==> src/rtl/bus_pkg.sv <==
// Shared types and constants for the serial bus transmit scheduler.
package bus_pkg;

  localparam int unsigned PKT_W     = 79;
  localparam int unsigned DATA_W    = 64;
  localparam int unsigned ADDR_W    = 4;
  localparam int unsigned SIZE_W    = 2;
  localparam int unsigned START_BIT = 78;
  localparam int unsigned STOP_BIT  = 0;
  localparam int unsigned CNT_W     = 7;

  typedef enum logic [1:0] {
    IDLE,
    BUILD,
    SHIFT,
    WAIT_ACK
  } state_e;

  // Per-requester fields latched at grant and replayed on every rebuild.
  typedef struct packed {
    logic [DATA_W-1:0] data;
    logic [ADDR_W-1:0] dst;
    logic [SIZE_W-1:0] size;
  } req_fields_t;

endpackage

==> src/rtl/bus_tx_scheduler_if.sv <==
// Client / packet-builder / serial-line signal bundle of the transmit scheduler.
interface bus_tx_scheduler_if #(
  parameter int unsigned NUM_REQ = 4
);
  import bus_pkg::*;

  logic [NUM_REQ-1:0]        req;
  logic [NUM_REQ*DATA_W-1:0] req_data;
  logic [NUM_REQ*ADDR_W-1:0] req_dst;
  logic [NUM_REQ*SIZE_W-1:0] req_size;
  logic [NUM_REQ-1:0]        gnt;
  logic [NUM_REQ-1:0]        done;
  logic [NUM_REQ-1:0]        fail;
  logic                      mk_en;
  logic [DATA_W-1:0]         mk_data;
  logic [ADDR_W-1:0]         mk_sender;
  logic [ADDR_W-1:0]         mk_receiver;
  logic [SIZE_W-1:0]         mk_size;
  logic [PKT_W-1:0]          pkt_in;
  logic                      bus_tx;
  logic                      bus_busy;
  logic                      ack_valid;
  logic                      ack_ok;

  // Scheduler side.
  modport master (
    input  req, req_data, req_dst, req_size, pkt_in, ack_valid, ack_ok,
    output gnt, done, fail, mk_en, mk_data, mk_sender, mk_receiver, mk_size,
           bus_tx, bus_busy
  );

  // Clients, packet builder and receiver side.
  modport slave (
    output req, req_data, req_dst, req_size, pkt_in, ack_valid, ack_ok,
    input  gnt, done, fail, mk_en, mk_data, mk_sender, mk_receiver, mk_size,
           bus_tx, bus_busy
  );

endinterface

==> src/rtl/rr_arbiter.sv <==
// Combinational round-robin arbiter: first set request at or after ptr_i, wrapping.
module rr_arbiter #(
  parameter int unsigned N = 4
) (
  input  logic [N-1:0]         req_i,
  input  logic [$clog2(N)-1:0] ptr_i,
  output logic [N-1:0]         gnt_o,
  output logic [$clog2(N)-1:0] idx_o
);

  localparam int unsigned IW = $clog2(N);

  logic          found_hi;
  logic          found_lo;
  logic [IW-1:0] idx_hi;
  logic [IW-1:0] idx_lo;

  // Lowest request at/above the pointer wins; otherwise lowest request overall.
  always_comb begin
    found_hi = 1'b0;
    found_lo = 1'b0;
    idx_hi   = '0;
    idx_lo   = '0;
    for (int i = int'(N) - 1; i >= 0; i--) begin
      if (req_i[i]) begin
        found_lo = 1'b1;
        idx_lo   = IW'(i);
        if (IW'(i) >= ptr_i) begin
          found_hi = 1'b1;
          idx_hi   = IW'(i);
        end
      end
    end
    idx_o = found_hi ? idx_hi : idx_lo;
    gnt_o = found_lo ? (N'(1) << idx_o) : '0;
  end

endmodule

==> src/rtl/bus_tx_scheduler.sv <==
// Round-robin scheduler sharing one serial transmitter between NUM_REQ requesters.
// Optional BUS_RETRY_EN: retransmit on nack/timeout up to MAX_RETRY times.
module bus_tx_scheduler
  import bus_pkg::*;
#(
  parameter int unsigned NUM_REQ     = 4,
  parameter int unsigned ACK_TIMEOUT = 256,
  parameter int unsigned MAX_RETRY   = 3
) (
  input  logic               clk,
  input  logic               rst,
  bus_tx_scheduler_if.master bus_if
);

  localparam int unsigned IDX_W = $clog2(NUM_REQ);
  localparam int unsigned TMR_W = $clog2(ACK_TIMEOUT + 1);
  localparam logic [CNT_W-1:0] CNT_LAST = CNT_W'(START_BIT - STOP_BIT);

  if (NUM_REQ < 2 || NUM_REQ > 16) begin : g_bad_num_req
    $error("bus_tx_scheduler: NUM_REQ must be in 2..16");
  end
  if (ACK_TIMEOUT < 1 || MAX_RETRY > 255) begin : g_bad_timing
    $error("bus_tx_scheduler: ACK_TIMEOUT must be >= 1 and MAX_RETRY <= 255");
  end

  state_e             state_q, state_d;
  logic [NUM_REQ-1:0] gnt_q, gnt_d;
  logic [NUM_REQ-1:0] done_q, done_d;
  logic [NUM_REQ-1:0] fail_q, fail_d;
  req_fields_t        fields_q, fields_d;
  logic [IDX_W-1:0]   idx_q, idx_d;
  logic [IDX_W-1:0]   ptr_q, ptr_d;
  logic [PKT_W-1:0]   shift_q, shift_d;
  logic [CNT_W-1:0]   bit_cnt_q, bit_cnt_d;
  logic [TMR_W-1:0]   timer_q, timer_d;
  logic               bus_tx_q, bus_tx_d;
  logic               bus_busy_q, bus_busy_d;
  logic               mk_en_q, mk_en_d;

`ifdef BUS_RETRY_EN
  localparam int unsigned RTY_W = $clog2(MAX_RETRY + 2);
  logic [RTY_W-1:0] retry_q, retry_d;
`endif

  logic [NUM_REQ-1:0] arb_gnt;
  logic [IDX_W-1:0]   arb_idx;
  logic [IDX_W-1:0]   next_ptr_c;
  req_fields_t        arb_fields_c;

  rr_arbiter #(.N(NUM_REQ)) u_arb (
    .req_i (bus_if.req),
    .ptr_i (ptr_q),
    .gnt_o (arb_gnt),
    .idx_o (arb_idx)
  );

  // Pointer moves just past the requester that is finishing.
  assign next_ptr_c = (idx_q == IDX_W'(NUM_REQ - 1)) ? '0 : idx_q + IDX_W'(1);

  // Select the winning requester's fields for latching.
  always_comb begin
    arb_fields_c = '0;
    for (int i = 0; i < int'(NUM_REQ); i++) begin
      if (arb_idx == IDX_W'(i)) begin
        arb_fields_c.data = bus_if.req_data[i*DATA_W +: DATA_W];
        arb_fields_c.dst  = bus_if.req_dst[i*ADDR_W +: ADDR_W];
        arb_fields_c.size = bus_if.req_size[i*SIZE_W +: SIZE_W];
      end
    end
  end

  // Next-state and registered-output logic.
  always_comb begin
    state_d   = state_q;
    gnt_d     = gnt_q;
    done_d    = '0;
    fail_d    = '0;
    fields_d  = fields_q;
    idx_d     = idx_q;
    ptr_d     = ptr_q;
    shift_d   = shift_q;
    bit_cnt_d = bit_cnt_q;
    timer_d   = timer_q;
    bus_tx_d  = 1'b1;
`ifdef BUS_RETRY_EN
    retry_d   = retry_q;
`endif

    case (state_q)
      IDLE: begin
        if (|bus_if.req) begin
          gnt_d    = arb_gnt;
          idx_d    = arb_idx;
          fields_d = arb_fields_c;
          state_d  = BUILD;
`ifdef BUS_RETRY_EN
          retry_d  = '0;
`endif
        end
      end

      BUILD: begin
        // Start bit goes out next cycle; the rest waits in the shift register.
        bus_tx_d  = bus_if.pkt_in[START_BIT];
        shift_d   = {bus_if.pkt_in[PKT_W-2:0], 1'b1};
        bit_cnt_d = '0;
        state_d   = SHIFT;
      end

      SHIFT: begin
        if (bit_cnt_q == CNT_LAST) begin
          timer_d = '0;
          state_d = WAIT_ACK;
        end else begin
          bus_tx_d  = shift_q[PKT_W-1];
          shift_d   = {shift_q[PKT_W-2:0], 1'b1};
          bit_cnt_d = bit_cnt_q + CNT_W'(1);
        end
      end

      WAIT_ACK: begin
        timer_d = timer_q + TMR_W'(1);
        if (bus_if.ack_valid && bus_if.ack_ok) begin
          done_d  = gnt_q;
          gnt_d   = '0;
          ptr_d   = next_ptr_c;
          state_d = IDLE;
        end else if (bus_if.ack_valid || (timer_q == TMR_W'(ACK_TIMEOUT - 1))) begin
`ifdef BUS_RETRY_EN
          if (retry_q < RTY_W'(MAX_RETRY)) begin
            retry_d = retry_q + RTY_W'(1);
            state_d = BUILD;
          end else
`endif
          begin
            fail_d  = gnt_q;
            gnt_d   = '0;
            ptr_d   = next_ptr_c;
            state_d = IDLE;
          end
        end
      end

      default: state_d = IDLE;
    endcase

    mk_en_d    = (state_d == BUILD);
    bus_busy_d = (state_d != IDLE);
  end

  // State and output registers.
  always_ff @(posedge clk) begin
    if (rst) begin
      state_q    <= IDLE;
      gnt_q      <= '0;
      done_q     <= '0;
      fail_q     <= '0;
      fields_q   <= '0;
      idx_q      <= '0;
      ptr_q      <= '0;
      shift_q    <= '0;
      bit_cnt_q  <= '0;
      timer_q    <= '0;
      bus_tx_q   <= 1'b1;
      bus_busy_q <= 1'b0;
      mk_en_q    <= 1'b0;
    end else begin
      state_q    <= state_d;
      gnt_q      <= gnt_d;
      done_q     <= done_d;
      fail_q     <= fail_d;
      fields_q   <= fields_d;
      idx_q      <= idx_d;
      ptr_q      <= ptr_d;
      shift_q    <= shift_d;
      bit_cnt_q  <= bit_cnt_d;
      timer_q    <= timer_d;
      bus_tx_q   <= bus_tx_d;
      bus_busy_q <= bus_busy_d;
      mk_en_q    <= mk_en_d;
    end
  end

`ifdef BUS_RETRY_EN
  // Retransmission count for the current grant.
  always_ff @(posedge clk) begin
    if (rst) begin
      retry_q <= '0;
    end else begin
      retry_q <= retry_d;
    end
  end
`endif

  assign bus_if.gnt         = gnt_q;
  assign bus_if.done        = done_q;
  assign bus_if.fail        = fail_q;
  assign bus_if.mk_en       = mk_en_q;
  assign bus_if.mk_data     = fields_q.data;
  assign bus_if.mk_sender   = ADDR_W'(idx_q);
  assign bus_if.mk_receiver = fields_q.dst;
  assign bus_if.mk_size     = fields_q.size;
  assign bus_if.bus_tx      = bus_tx_q;
  assign bus_if.bus_busy    = bus_busy_q;

endmodule

==> src/flat_wrapper.sv <==
// flat-port wrapper written by rule: the top's interface ports become plain ports
module bus_tx_scheduler_flat import bus_pkg::*;
#(
  parameter int unsigned NUM_REQ     = 4,
  parameter int unsigned ACK_TIMEOUT = 256,
  parameter int unsigned MAX_RETRY   = 3
)
  (clk, rst, bus_if_req, bus_if_req_data, bus_if_req_dst, bus_if_req_size, bus_if_pkt_in, bus_if_ack_valid, bus_if_ack_ok, bus_if_gnt, bus_if_done, bus_if_fail, bus_if_mk_en, bus_if_mk_data, bus_if_mk_sender, bus_if_mk_receiver, bus_if_mk_size, bus_if_bus_tx, bus_if_bus_busy);
  bus_tx_scheduler_if #(.NUM_REQ(NUM_REQ)) bus_if_i ();
  input  logic clk;
  input  logic rst;
  input wire logic [$bits(bus_if_i.req)-1:0] bus_if_req;
  input wire logic [$bits(bus_if_i.req_data)-1:0] bus_if_req_data;
  input wire logic [$bits(bus_if_i.req_dst)-1:0] bus_if_req_dst;
  input wire logic [$bits(bus_if_i.req_size)-1:0] bus_if_req_size;
  input wire logic [$bits(bus_if_i.pkt_in)-1:0] bus_if_pkt_in;
  input wire logic [$bits(bus_if_i.ack_valid)-1:0] bus_if_ack_valid;
  input wire logic [$bits(bus_if_i.ack_ok)-1:0] bus_if_ack_ok;
  output wire logic [$bits(bus_if_i.gnt)-1:0] bus_if_gnt;
  output wire logic [$bits(bus_if_i.done)-1:0] bus_if_done;
  output wire logic [$bits(bus_if_i.fail)-1:0] bus_if_fail;
  output wire logic [$bits(bus_if_i.mk_en)-1:0] bus_if_mk_en;
  output wire logic [$bits(bus_if_i.mk_data)-1:0] bus_if_mk_data;
  output wire logic [$bits(bus_if_i.mk_sender)-1:0] bus_if_mk_sender;
  output wire logic [$bits(bus_if_i.mk_receiver)-1:0] bus_if_mk_receiver;
  output wire logic [$bits(bus_if_i.mk_size)-1:0] bus_if_mk_size;
  output wire logic [$bits(bus_if_i.bus_tx)-1:0] bus_if_bus_tx;
  output wire logic [$bits(bus_if_i.bus_busy)-1:0] bus_if_bus_busy;
  assign bus_if_i.req = bus_if_req;
  assign bus_if_i.req_data = bus_if_req_data;
  assign bus_if_i.req_dst = bus_if_req_dst;
  assign bus_if_i.req_size = bus_if_req_size;
  assign bus_if_i.pkt_in = bus_if_pkt_in;
  assign bus_if_i.ack_valid = bus_if_ack_valid;
  assign bus_if_i.ack_ok = bus_if_ack_ok;
  assign bus_if_gnt = bus_if_i.gnt;
  assign bus_if_done = bus_if_i.done;
  assign bus_if_fail = bus_if_i.fail;
  assign bus_if_mk_en = bus_if_i.mk_en;
  assign bus_if_mk_data = bus_if_i.mk_data;
  assign bus_if_mk_sender = bus_if_i.mk_sender;
  assign bus_if_mk_receiver = bus_if_i.mk_receiver;
  assign bus_if_mk_size = bus_if_i.mk_size;
  assign bus_if_bus_tx = bus_if_i.bus_tx;
  assign bus_if_bus_busy = bus_if_i.bus_busy;
  bus_tx_scheduler #(.NUM_REQ(NUM_REQ), .ACK_TIMEOUT(ACK_TIMEOUT), .MAX_RETRY(MAX_RETRY)) u_core (.clk(clk), .rst(rst), .bus_if(bus_if_i));
endmodule
==> config.mk <==
export PLATFORM = sky130hd
export DESIGN_NAME = bus_tx_scheduler_flat
export DESIGN_NICKNAME = d
export VERILOG_FILES = /design/src/rtl/bus_pkg.sv /design/src/rtl/bus_tx_scheduler_if.sv /design/src/rtl/rr_arbiter.sv /design/src/rtl/bus_tx_scheduler.sv /design/src/flat_wrapper.sv
export SDC_FILE = /design/constraint.sdc
export NUM_CORES = 1
export LEC_CHECK = 0
export CORE_AREA = 2 2 176 178
export DETAILED_ROUTE_END_ITERATION = 10
export DIE_AREA = 0 0 178 180
export PLACE_DENSITY = 0.66
export SKIP_LAST_GASP = 1
export SYNTH_ARGS = -nofsm -noshare
export SYNTH_HDL_FRONTEND = slang
export SYNTH_SLANG_ARGS = --single-unit
==> constraint.sdc <==
create_clock -name clk -period 2.18 [get_ports clk]
set_input_delay 0.218 -clock clk [delete_from_list [all_inputs] [get_ports clk]]
set_output_delay 0.218 -clock clk [all_outputs]
set_load 0.005 [all_outputs]
==> flow_metrics.tcl, run 1 <==
set metrics [dict create \
    vdd_drop_max_mv 0.5446 \
    start_util_pct 32.40 \
    drt_pass1_iterations 5 \
    r2r_start "u_core.bit_cnt_q[0]" \
    syn_inst 1119 \
    drive_gt1_share_pct 8.096 \
    clockBufferDepth 2 \
    crit_arrival_ns 2.37 \
    core_sq_mm 0.03019 \
    routabilityCongestion 0.8734 \
    synth_edf_count 0 \
    skew_ns 0.01913 \
    critPathMaxFanout 10 \
    synth.most_common_cell "dfxtp_1" \
    crit_path_start_kind "input pin" \
    first_iter_violations 653 \
    ys_warn_count 0 \
    period_needed_ns 2.014 \
    worst-path-buf-inv 5 \
    min_period_over_period_pct 92.39 \
    tightest_slew_ns 0.9889 \
    combPwrFrac_pct 27.4 \
    cp_top_family "buffers and inverters" \
    dieArea_sq_mm 0.03204 \
    status "completed" \
    hp-class "input pin to register" \
    synth-seq-cells 186 \
    cp_data_required_time_ns 2.54 \
    synth.area.top_cells "dfxtp_1, mux2i_1, a211oi_1" \
    routedWlPerCell_um 19.48 \
    cts-buffers-inserted 17 \
    hold_buffers 0 \
    drt.antenna.violating_nets 0 \
    vias 10400 \
    area_delta_synth_final_pct 62.33 \
    cts_root_buf "clkbuf_16" \
    p_seq_share_pct 40.6 \
    grt_pass1_vias 10300 \
    cp_slowest_cell "or4_4" \
    fin_nets 1945 \
    power_frac_clock_pct 31.9 \
    die_h_um 180 \
    grt.total_usage_pct 23.39 \
    htreeDepth 4 \
    synthFlopType "dfxtp_1" \
    clk_pin_slew_ns 0.08 \
    row_count 64 \
    postSynth.asyncResetShare_pct 0 \
    synth_top_area_cell "dfxtp_1" \
    ios 456 \
    slew_headroom_pct 33.72 \
    setup_viol 0 \
    dpl_worst_slack_ns -0.5592 \
    clk-insertion-delay-late_ns 0.44 \
    drc 0 \
    antenna_found_initial 11 \
    netSwitchingFraction_pct 30.21 \
    end_kind "register" \
    hold_slack_ns 0.1087 \
    synth.yosys.seq_area_share_pct 38.07 \
    mappedNetlistArea_sq_mm 0.009782 \
    grt_max_degree 113 \
    cts_sinks 186 \
    rsz0062_at_grt "no" \
    pwr_density_cell_mw_per_mm2 619.6 \
    cts_tree "done" \
    die_w_um 178 \
    grt_pass1_wl_um 58550 \
    avgSynthCellArea_sq_um 8.742 \
    critical_path_class "input pin to register" \
    synth_common_cells "dfxtp_1, mux2i_1, a21oi_1" \
    p_switching_w 0.002973 \
    critical_path.most_common_cell "buf_4" \
    grt.overflow.total 0 \
    hold_viol_final 0 \
    cp_slowest_stage_delay_ns 0.51 \
    power.leakage_nw 5.515 \
    crit_chain "clkdlybuf4s50_1 -> buf_4 -> buf_4 -> or4_4 -> and2_1 -> nor2_4 -> buf_12 -> buf_4 -> a21oi_1 -> a21oi_1" \
    max_freq_mhz 496.5 \
    io_buffers 453 \
    dpl.hpwl_um 29400 \
    viasPerCell 5.240 \
    cp-startpoint "bus_if_req[0]" \
    slew_violations 0 \
    min_from "rst" \
    synth.distinct_cells 50 \
    p_int_w 0.006866 \
    synth_top_cell_area_share_pct 38.07 \
    max_cap_viol_count 0 \
    routed_wirelength_um 38670 \
    fin_util_pct 52.60 \
    setup_ws_ns 0.1658 \
]
==> power groups by stage <==
| stage | Sequential [W] | Combinational (W) | Clock, W |
|---|---|---|---|
| 3_5_place_dp | 0.00407 | 0.00269 | 0 |
| 5_1_grt | 0.00404 | 0.00294 | 0.00334 |
| 2_1_floorplan | 0.00404 | 0.00117 | 0 |
| 6_report | 0.00400 | 0.00270 | 0.00314 |
| 4_1_cts | 0.00400 | 0.00270 | 0.00322 |
| 3_3_place_gp | 0.00406 | 0.00266 | 0 |
==> flip-flops by register name (all words and copies together), names as in the netlist, 2 cells and up <==
signal	cells
u_core.idx_q	2
u_core.shift_q	79
u_core.bus_if.fail	4
u_core.bus_if.mk_receiver	4
u_core.bit_cnt_q	7
u_core.timer_q	9
u_core.bus_if.mk_data	64
u_core.bus_if.done	4
u_core.state_q	2
u_core.bus_if.mk_size	2
u_core.ptr_q	2
u_core.bus_if.gnt	4
==> cells in the final DEF (no fill, tap or decap), drive strengths merged, types with 3 or more instances in the layout <==
master / synthesis / layout
a211oi: 96 / 96
a21o: 17 / 17
a21oi: 128 / 128
a221oi: 15 / 15
a31oi: 5 / 5
a32oi: 58 / 58
and2: 13 / 13
and3: 3 / 3
buf: 37 / 81
clkbuf: 68 / 18
clkdlybuf4s50: 0 / 452
clkinv: 0 / 8
dfxtp: 186 / 186
diode: 0 / 8
ha: 10 / 10
inv: 8 / 14
mux2i: 135 / 135
nand2: 15 / 15
nand2b: 60 / 60
nand3: 22 / 22
nor2: 121 / 121
nor3: 7 / 8
nor3b: 4 / 4
o21ai: 25 / 25
or3: 58 / 58
==> final timing paths <==
check	to	slack, ns	cells past startpoint
hold / removal	u_core.timer_q[6]	0.11	2
hold reg to reg	u_core.shift_q[0]	0.48	2
setup reg to reg	u_core.shift_q[46]	0.17	9
setup / recovery	u_core.bus_if.mk_data[31]	0.17	10
==> metal layers <==
| metal | share of wire, % | GRT usage [%] | wire [um] | vias to the layer above |
|---|---|---|---|---|
| li1 | - | - | - | 5085 |
| met1 | 41 | 28.00 | 15770 | 4913 |
| met2 | 48 | 39.26 | 18670 | 345 |
| met3 | 8.7 | 7.445 | 3366 | 54 |
| met4 | 2.2 | 8.000 | 840 | 4 |
| met5 | 0.059 | 0 | 23 | - |
==> area by class of cell <==
type | instances | area, sq um
tap | 396 | 495.5
clock inverter | 14 | 158.9
multi-input combinational | 822 | 5627
fill | 2818 | 14310
clock buffer | 18 | 429.2
inverter | 8 | 30.03
timing repair buffer | 533 | 5395
sequential | 186 | 3724
antenna | 8 | 20.02
==> cells by family (layout without fill, tap and decap cells) <==
family / after synthesis / in the layout / synth area share (%)
xor+xnor: 2 / 2 / 0.1791
flops: 186 / 186 / 38.07
simple gates: 311 / 312 / 16.36
fa+ha+maj: 10 / 10 / 1.279
mux: 136 / 136 / 13.93
other cells: 1 / 10 / 0.03834
compound gates: 360 / 360 / 24.75
buf+inv: 113 / 573 / 5.398
==> what timing repair did <==
| item | 4_1_cts | 5_1_grt |
|---|---|---|
| setup buffers | 0 | 3 |
| cloned | 1 | 0 |
| setup endpoints to repair | 53 | 23 |
| pin swaps | 1 | 1 |
| resized for setup | 0 | 2 |
==> stage by stage <==
| stage | instances | area, sq um | setup TNS, ns | total power (W) |
|---|---|---|---|---|
| 2_1_floorplan | 1120 | 9786 | 0 | 0.005206 |
| 3_3_place_gp | 1941 | 15220 | -28.27 | 0.006723 |
| 3_5_place_dp | 1941 | 15220 | -32.21 | 0.006764 |
| 4_1_cts | 1974 | 15820 | 0 | 0.009925 |
| 5_1_grt | 1984 | 15880 | 0 | 0.01033 |
| 6_report | 1985 | 15880 | 0 | 0.009839 |
Note: power is estimated with default switching activity, not from simulation.
==> inputs of run 2 (changes only) <==
- PLACE_DENSITY: 0.66 -> 0.69
==> flow_metrics.tcl, run 2 (synthesis results as in run 1) <==
set metrics [dict create \
    layout_common_cells "clkdlybuf4s50_1, dfxtp_1, mux2i_1, a21oi_1, nor2_1" \
    hp-class "input pin to register" \
    grt_max_degree 65 \
    ios 456 \
    htreeDepth 4 \
    hold_viol_final 0 \
    dieArea_sq_mm 0.03204 \
    min_period_over_period_pct 93.29 \
    antenna_found_initial 14 \
    drt_pass1_iterations 5 \
    power_frac_clock_pct 32.6 \
    clockBufferDepth 2 \
    drt.antenna.violating_nets 0 \
    r2r_setup_slack_ns 0.15 \
    row_count 64 \
    crit_path_start_kind "register" \
    routed_wirelength_um 38890 \
    status "completed" \
    clk-insertion-delay-late_ns 0.44 \
    die_w_um 178 \
    slew_headroom_pct 55.04 \
    vias 10450 \
    rsz0062_at_grt "no" \
    p_switching_w 0.003038 \
    grt.total_usage_pct 23.32 \
    clk_pin_slew_ns 0.09 \
    fin_nets 1949 \
    core_sq_mm 0.03019 \
    drc 0 \
    max_cap_viol_count 0 \
    critPathMaxFanout 22 \
    die_h_um 180 \
    cp_slowest_cell "dfxtp_1" \
    hold_buffers 0 \
    grt_pass1_vias 10240 \
    end_kind "register" \
    cts_root_buf "clkbuf_16" \
    area_delta_synth_final_pct 62.70 \
    crit_chain "and2_1 -> o211a_2 -> nor2_4 -> buf_12 -> mux2i_1 -> buf_4 -> a21oi_1" \
    largest_reg_flops 79 \
    power.leakage_nw 5.539 \
    pwr_density_cell_mw_per_mm2 624.6 \
    dpl.hpwl_um 29780 \
    cp-startpoint "u_core.ptr_q[1]" \
    drive_gt1_share_pct 8.328 \
    first_iter_violations 573 \
    cts_tree "done" \
    power.total_w 0.009941 \
    cp_data_required_time_ns 2.51 \
    p_int_w 0.006903 \
    max_freq_mhz 491.7 \
    critical_path_class "register to register" \
    worstSetupEndpoint "u_core.bus_if.mk_data[29]" \
    r2r_start "u_core.ptr_q[1]" \
    setup_viol 0 \
    place_inst 1949 \
    layoutNonFillerInstCount 1993 \
    cp_slowest_stage_delay_ns 0.44 \
    skew_ns 0.02256 \
    io_buffers 453 \
    routedWlPerCell_um 19.51 \
    cts-buffers-inserted 17 \
    slew_violations 0 \
    combPwrFrac_pct 27.1 \
    routabilityCongestion 0.9344 \
    grt.overflow.total 0 \
    grt_pass1_wl_um 58280 \
    viasPerCell 5.245 \
    r2r-end "u_core.bus_if.mk_data[29]" \
    crit_arrival_ns 2.36 \
    tightest_slew_ns 0.6744 \
    rr_worst_depth 7 \
    layout_commonest_cell "clkdlybuf4s50_1" \
    p_seq_share_pct 40.3 \
    start_util_pct 32.40 \
    period_needed_ns 2.034 \
    regMostFlops "u_core.shift_q" \
    vdd_drop_max_mv 0.3929 \
    netSwitchingFraction_pct 30.56 \
    cts_sinks 186 \
]
run 2: power groups by stage:
stage	clock network (W)	registers (W)	logic (W)
6_report	0.00324	0.00401	0.00269
5_1_grt	0.00349	0.00406	0.00292
4_1_cts	0.00333	0.00400	0.00270
3_5_place_dp	0	0.00408	0.00269
3_3_place_gp	0	0.00407	0.00265
2_1_floorplan	0	0.00404	0.00117
run 2: what timing repair did:
action	CTS	global route
setup buffers	0	0
resized for setup	0	1
endpoints found under the setup margin	0	1
run 2: per-layer routing:
layer / share of wire [%] / track usage (%) / up-vias / routed length (um)
met2: 47 / 37.97 / 398 / 18150
met4: 3.5 / 10.72 / 4 / 1374
met3: 7.7 / 5.711 / 75 / 3008
met5: 0.069 / 0 / - / 27
met1: 42 / 28.84 / 4881 / 16320
li1: - / - / 5096 / -
run 2: layout make-up:
type / instances / area [sq um]
fillers: 2796 / 14270
multi-input cells: 821 / 5613
clock inverters: 15 / 190.2
repair buffers: 538 / 5408
diodes: 12 / 30.03
flip-flops and latches: 186 / 3724
inverters: 8 / 30.03
clock buffers: 17 / 425.4
well taps: 396 / 495.5
run 2: through the flow:
step           worst slack [ns]  TNS, ns  hold slack [ns]  util, %  area [sq um]
2_1_floorplan            0.1593        0           0.3457        -          9786
3_3_place_gp            -0.1739  -0.8686           0.4523    50.57         15270
3_5_place_dp            -0.1716   -2.025           0.4650    50.57         15270
4_1_cts                  0.1412        0           0.1177    52.61         15880
5_1_grt                 0.02248        0           0.1439    52.69         15910
6_report                 0.1463        0           0.1391    52.72         15920
run 2: worst min-delay path by stage:
| stage | cells past startpoint | startpoint | end |
|---|---|---|---|
| 6_report | 2 | rst | u_core.ptr_q[1] |
| 3_3_place_gp | 2 | u_core.shift_q[0] | u_core.shift_q[0] |
| 5_1_grt | 2 | rst | u_core.ptr_q[1] |
| 3_5_place_dp | 2 | u_core.shift_q[0] | u_core.shift_q[0] |
| 4_1_cts | 2 | rst | u_core.ptr_q[1] |
| 2_1_floorplan | 2 | bus_if_pkt_in[78] | u_core.bus_if.bus_tx |
run 2: worst max-delay path: cells and delay by family (launching register included):
family                 cells  cell delay [ns]
multiplexers               1             0.38
flip-flops                 1             0.44
buffers and inverters      2             0.39
AND/OR/NAND/NOR            2             0.35
AO/OA/AOI/OAI              2             0.34
==> inputs of run 3 (changes only) <==
- CORE_AREA: 2 2 176 178 -> not set
- CORE_ASPECT_RATIO: not set -> 1.5
- CORE_MARGIN: not set -> 2
- CORE_UTILIZATION: not set -> 30
- DIE_AREA: 0 0 178 180 -> not set
- PLACE_DENSITY: 0.69 -> 0.65
==> flow_metrics.tcl, run 3 (synthesis results as in run 1) <==
set metrics [dict create \
    hold_viol_final 0 \
    rr_worst_depth 6 \
    end_kind "register" \
    setup_viol 0 \
    layout_common_cells "clkdlybuf4s50_1, dfxtp_1, mux2i_1, a21oi_1, nor2_1" \
    multiInputGateArea_sq_mm 0.005622 \
    hp-class "input pin to register" \
    min_period_over_period_pct 91.48 \
    crit_path_start_kind "register" \
    routed_wirelength_um 41660 \
    cp_data_required_time_ns 2.55 \
    layout_commonest_cell "clkdlybuf4s50_1" \
    max_freq_mhz 501.4 \
    critical_path_class "register to register" \
    skew_ns 0.01418 \
    hold_buffers 0 \
    cts_setup_buffers 0 \
    clk-insertion-delay-late_ns 0.45 \
    cts_tree "done" \
    pwr_density_cell_mw_per_mm2 641.0 \
    slew_violations 0 \
    vias 10390 \
    p_switching_w 0.002812 \
    fin_util_pct 48.64 \
    rsz0062_at_grt "no" \
    worst-path-buf-inv 1 \
    min_path_cells 2 \
    io_buffers 453 \
    slew_headroom_pct 44.40 \
    max_cap_viol_count 0 \
    critPathMaxFanout 10 \
    seq_area_sq_mm 0.003724 \
    cts_sinks 186 \
    grt_pass1_wl_um 60060 \
    drt.antenna.violating_nets 0 \
    hold_slack_ns 0.1252 \
    status "completed" \
    largest_reg_flops 79 \
    tightest_slew_ns 0.8331 \
    netSwitchingFraction_pct 27.90 \
    crit_arrival_ns 2.37 \
    area_delta_synth_final_pct 60.74 \
    p_seq_share_pct 39.8 \
    viasPerCell 5.236 \
    routabilityCongestion 0.9071 \
    regMostFlops "u_core.shift_q" \
    grt_max_degree 91 \
    fillers 3073 \
    cts_root_buf "clkbuf_16" \
    period_needed_ns 1.994 \
    drc 0 \
    crit_chain "ha_1 -> nor4bb_1 -> buf_4 -> a31oi_2 -> or3_1 -> a21oi_1" \
    grt.overflow.total 0 \
    drt_pass1_iterations 5 \
    drive_gt1_share_pct 6.568 \
    vdd_drop_max_mv 0.5715 \
    dpl.hpwl_um 32020 \
    cp_slowest_cell "dfxtp_1" \
    dieArea_sq_mm 0.03410 \
    combPwrFrac_pct 26.1 \
    die_w_um 151.4 \
    start_util_pct 30.26 \
    htreeDepth 4 \
    p_int_w 0.007266 \
    cp_top_family "simple AND/OR/NAND/NOR gates" \
    core_sq_mm 0.03233 \
    first_iter_violations 581 \
    critical_path_depth 6 \
    cp_slowest_stage_delay_ns 0.42 \
    row_count 81 \
    die_h_um 225.2 \
    power.leakage_nw 5.391 \
    grt.total_usage_pct 23.36 \
    cts-buffers-inserted 17 \
    clk_pin_slew_ns 0.07 \
    ios 456 \
    power_frac_clock_pct 34.2 \
    clockBufferDepth 2 \
    routedWlPerCell_um 21.00 \
    grt_pass1_vias 10330 \
    fin_nets 1918 \
    antenna_found_initial 30 \
]
## run 3: power by group through the flow
stage / registers (W) / logic, W / clock network, W
6_report: 0.00401 / 0.00263 / 0.00344
3_5_place_dp: 0.00408 / 0.00263 / 0
2_1_floorplan: 0.00404 / 0.00117 / 0
3_3_place_gp: 0.00406 / 0.00260 / 0
5_1_grt: 0.00405 / 0.00285 / 0.00366
4_1_cts: 0.00401 / 0.00264 / 0.00354
## run 3: path summary, 6_finish.rpt
path	start	to	slack, ns
worst min register to register	u_core.shift_q[0]	u_core.shift_q[0]	0.48
worst max register to register	u_core.bit_cnt_q[1]	u_core.timer_q[3]	0.19
worst min-delay path	rst	u_core.timer_q[0]	0.13
worst max-delay path	u_core.bit_cnt_q[1]	u_core.timer_q[3]	0.19
## run 3: layout make-up
| class | count | share of cell area (%) |
|---|---|---|
| flip-flops and latches | 186 | 23.68 |
| diodes | 16 | 0.2546 |
| inverters | 8 | 0.1910 |
| well taps | 415 | 3.302 |
| multi-input cells | 821 | 35.75 |
| clock inverters | 12 | 1.186 |
| clock buffers | 19 | 2.881 |
| repair buffers | 507 | 32.75 |
## run 3: metal layers
metal  up-vias  part of all wire [%]  GRT usage, %
met5         -                  0.48             0
met4        30                   2.8         9.828
met3        86                    12         10.71
met2       418                    47         37.73
met1      4833                    38         26.40
li1       5022                     -             -
## run 3: per-stage QoR
| step | worst slack, ns | TNS, ns | cells | power (W) | area (sq um) |
|---|---|---|---|---|---|
| floorplan | 0.1593 | 0 | 1120 | 0.005206 | 9786 |
| global placement | -0.3472 | -8.205 | 1937 | 0.006664 | 15030 |
| detailed placement | -0.4211 | -9.654 | 1937 | 0.006710 | 15030 |
| CTS | 0.05715 | 0 | 1968 | 0.01018 | 15680 |
| global route | 0.04566 | 0 | 1976 | 0.01057 | 15700 |
| finish | 0.1857 | 0 | 1984 | 0.01008 | 15720 |
## run 3: timing repair
item                       CTS  global route
hold endpoints to repair     0             0
pin swaps                    0             0
resized for setup            1             2
setup endpoints to repair   13             3
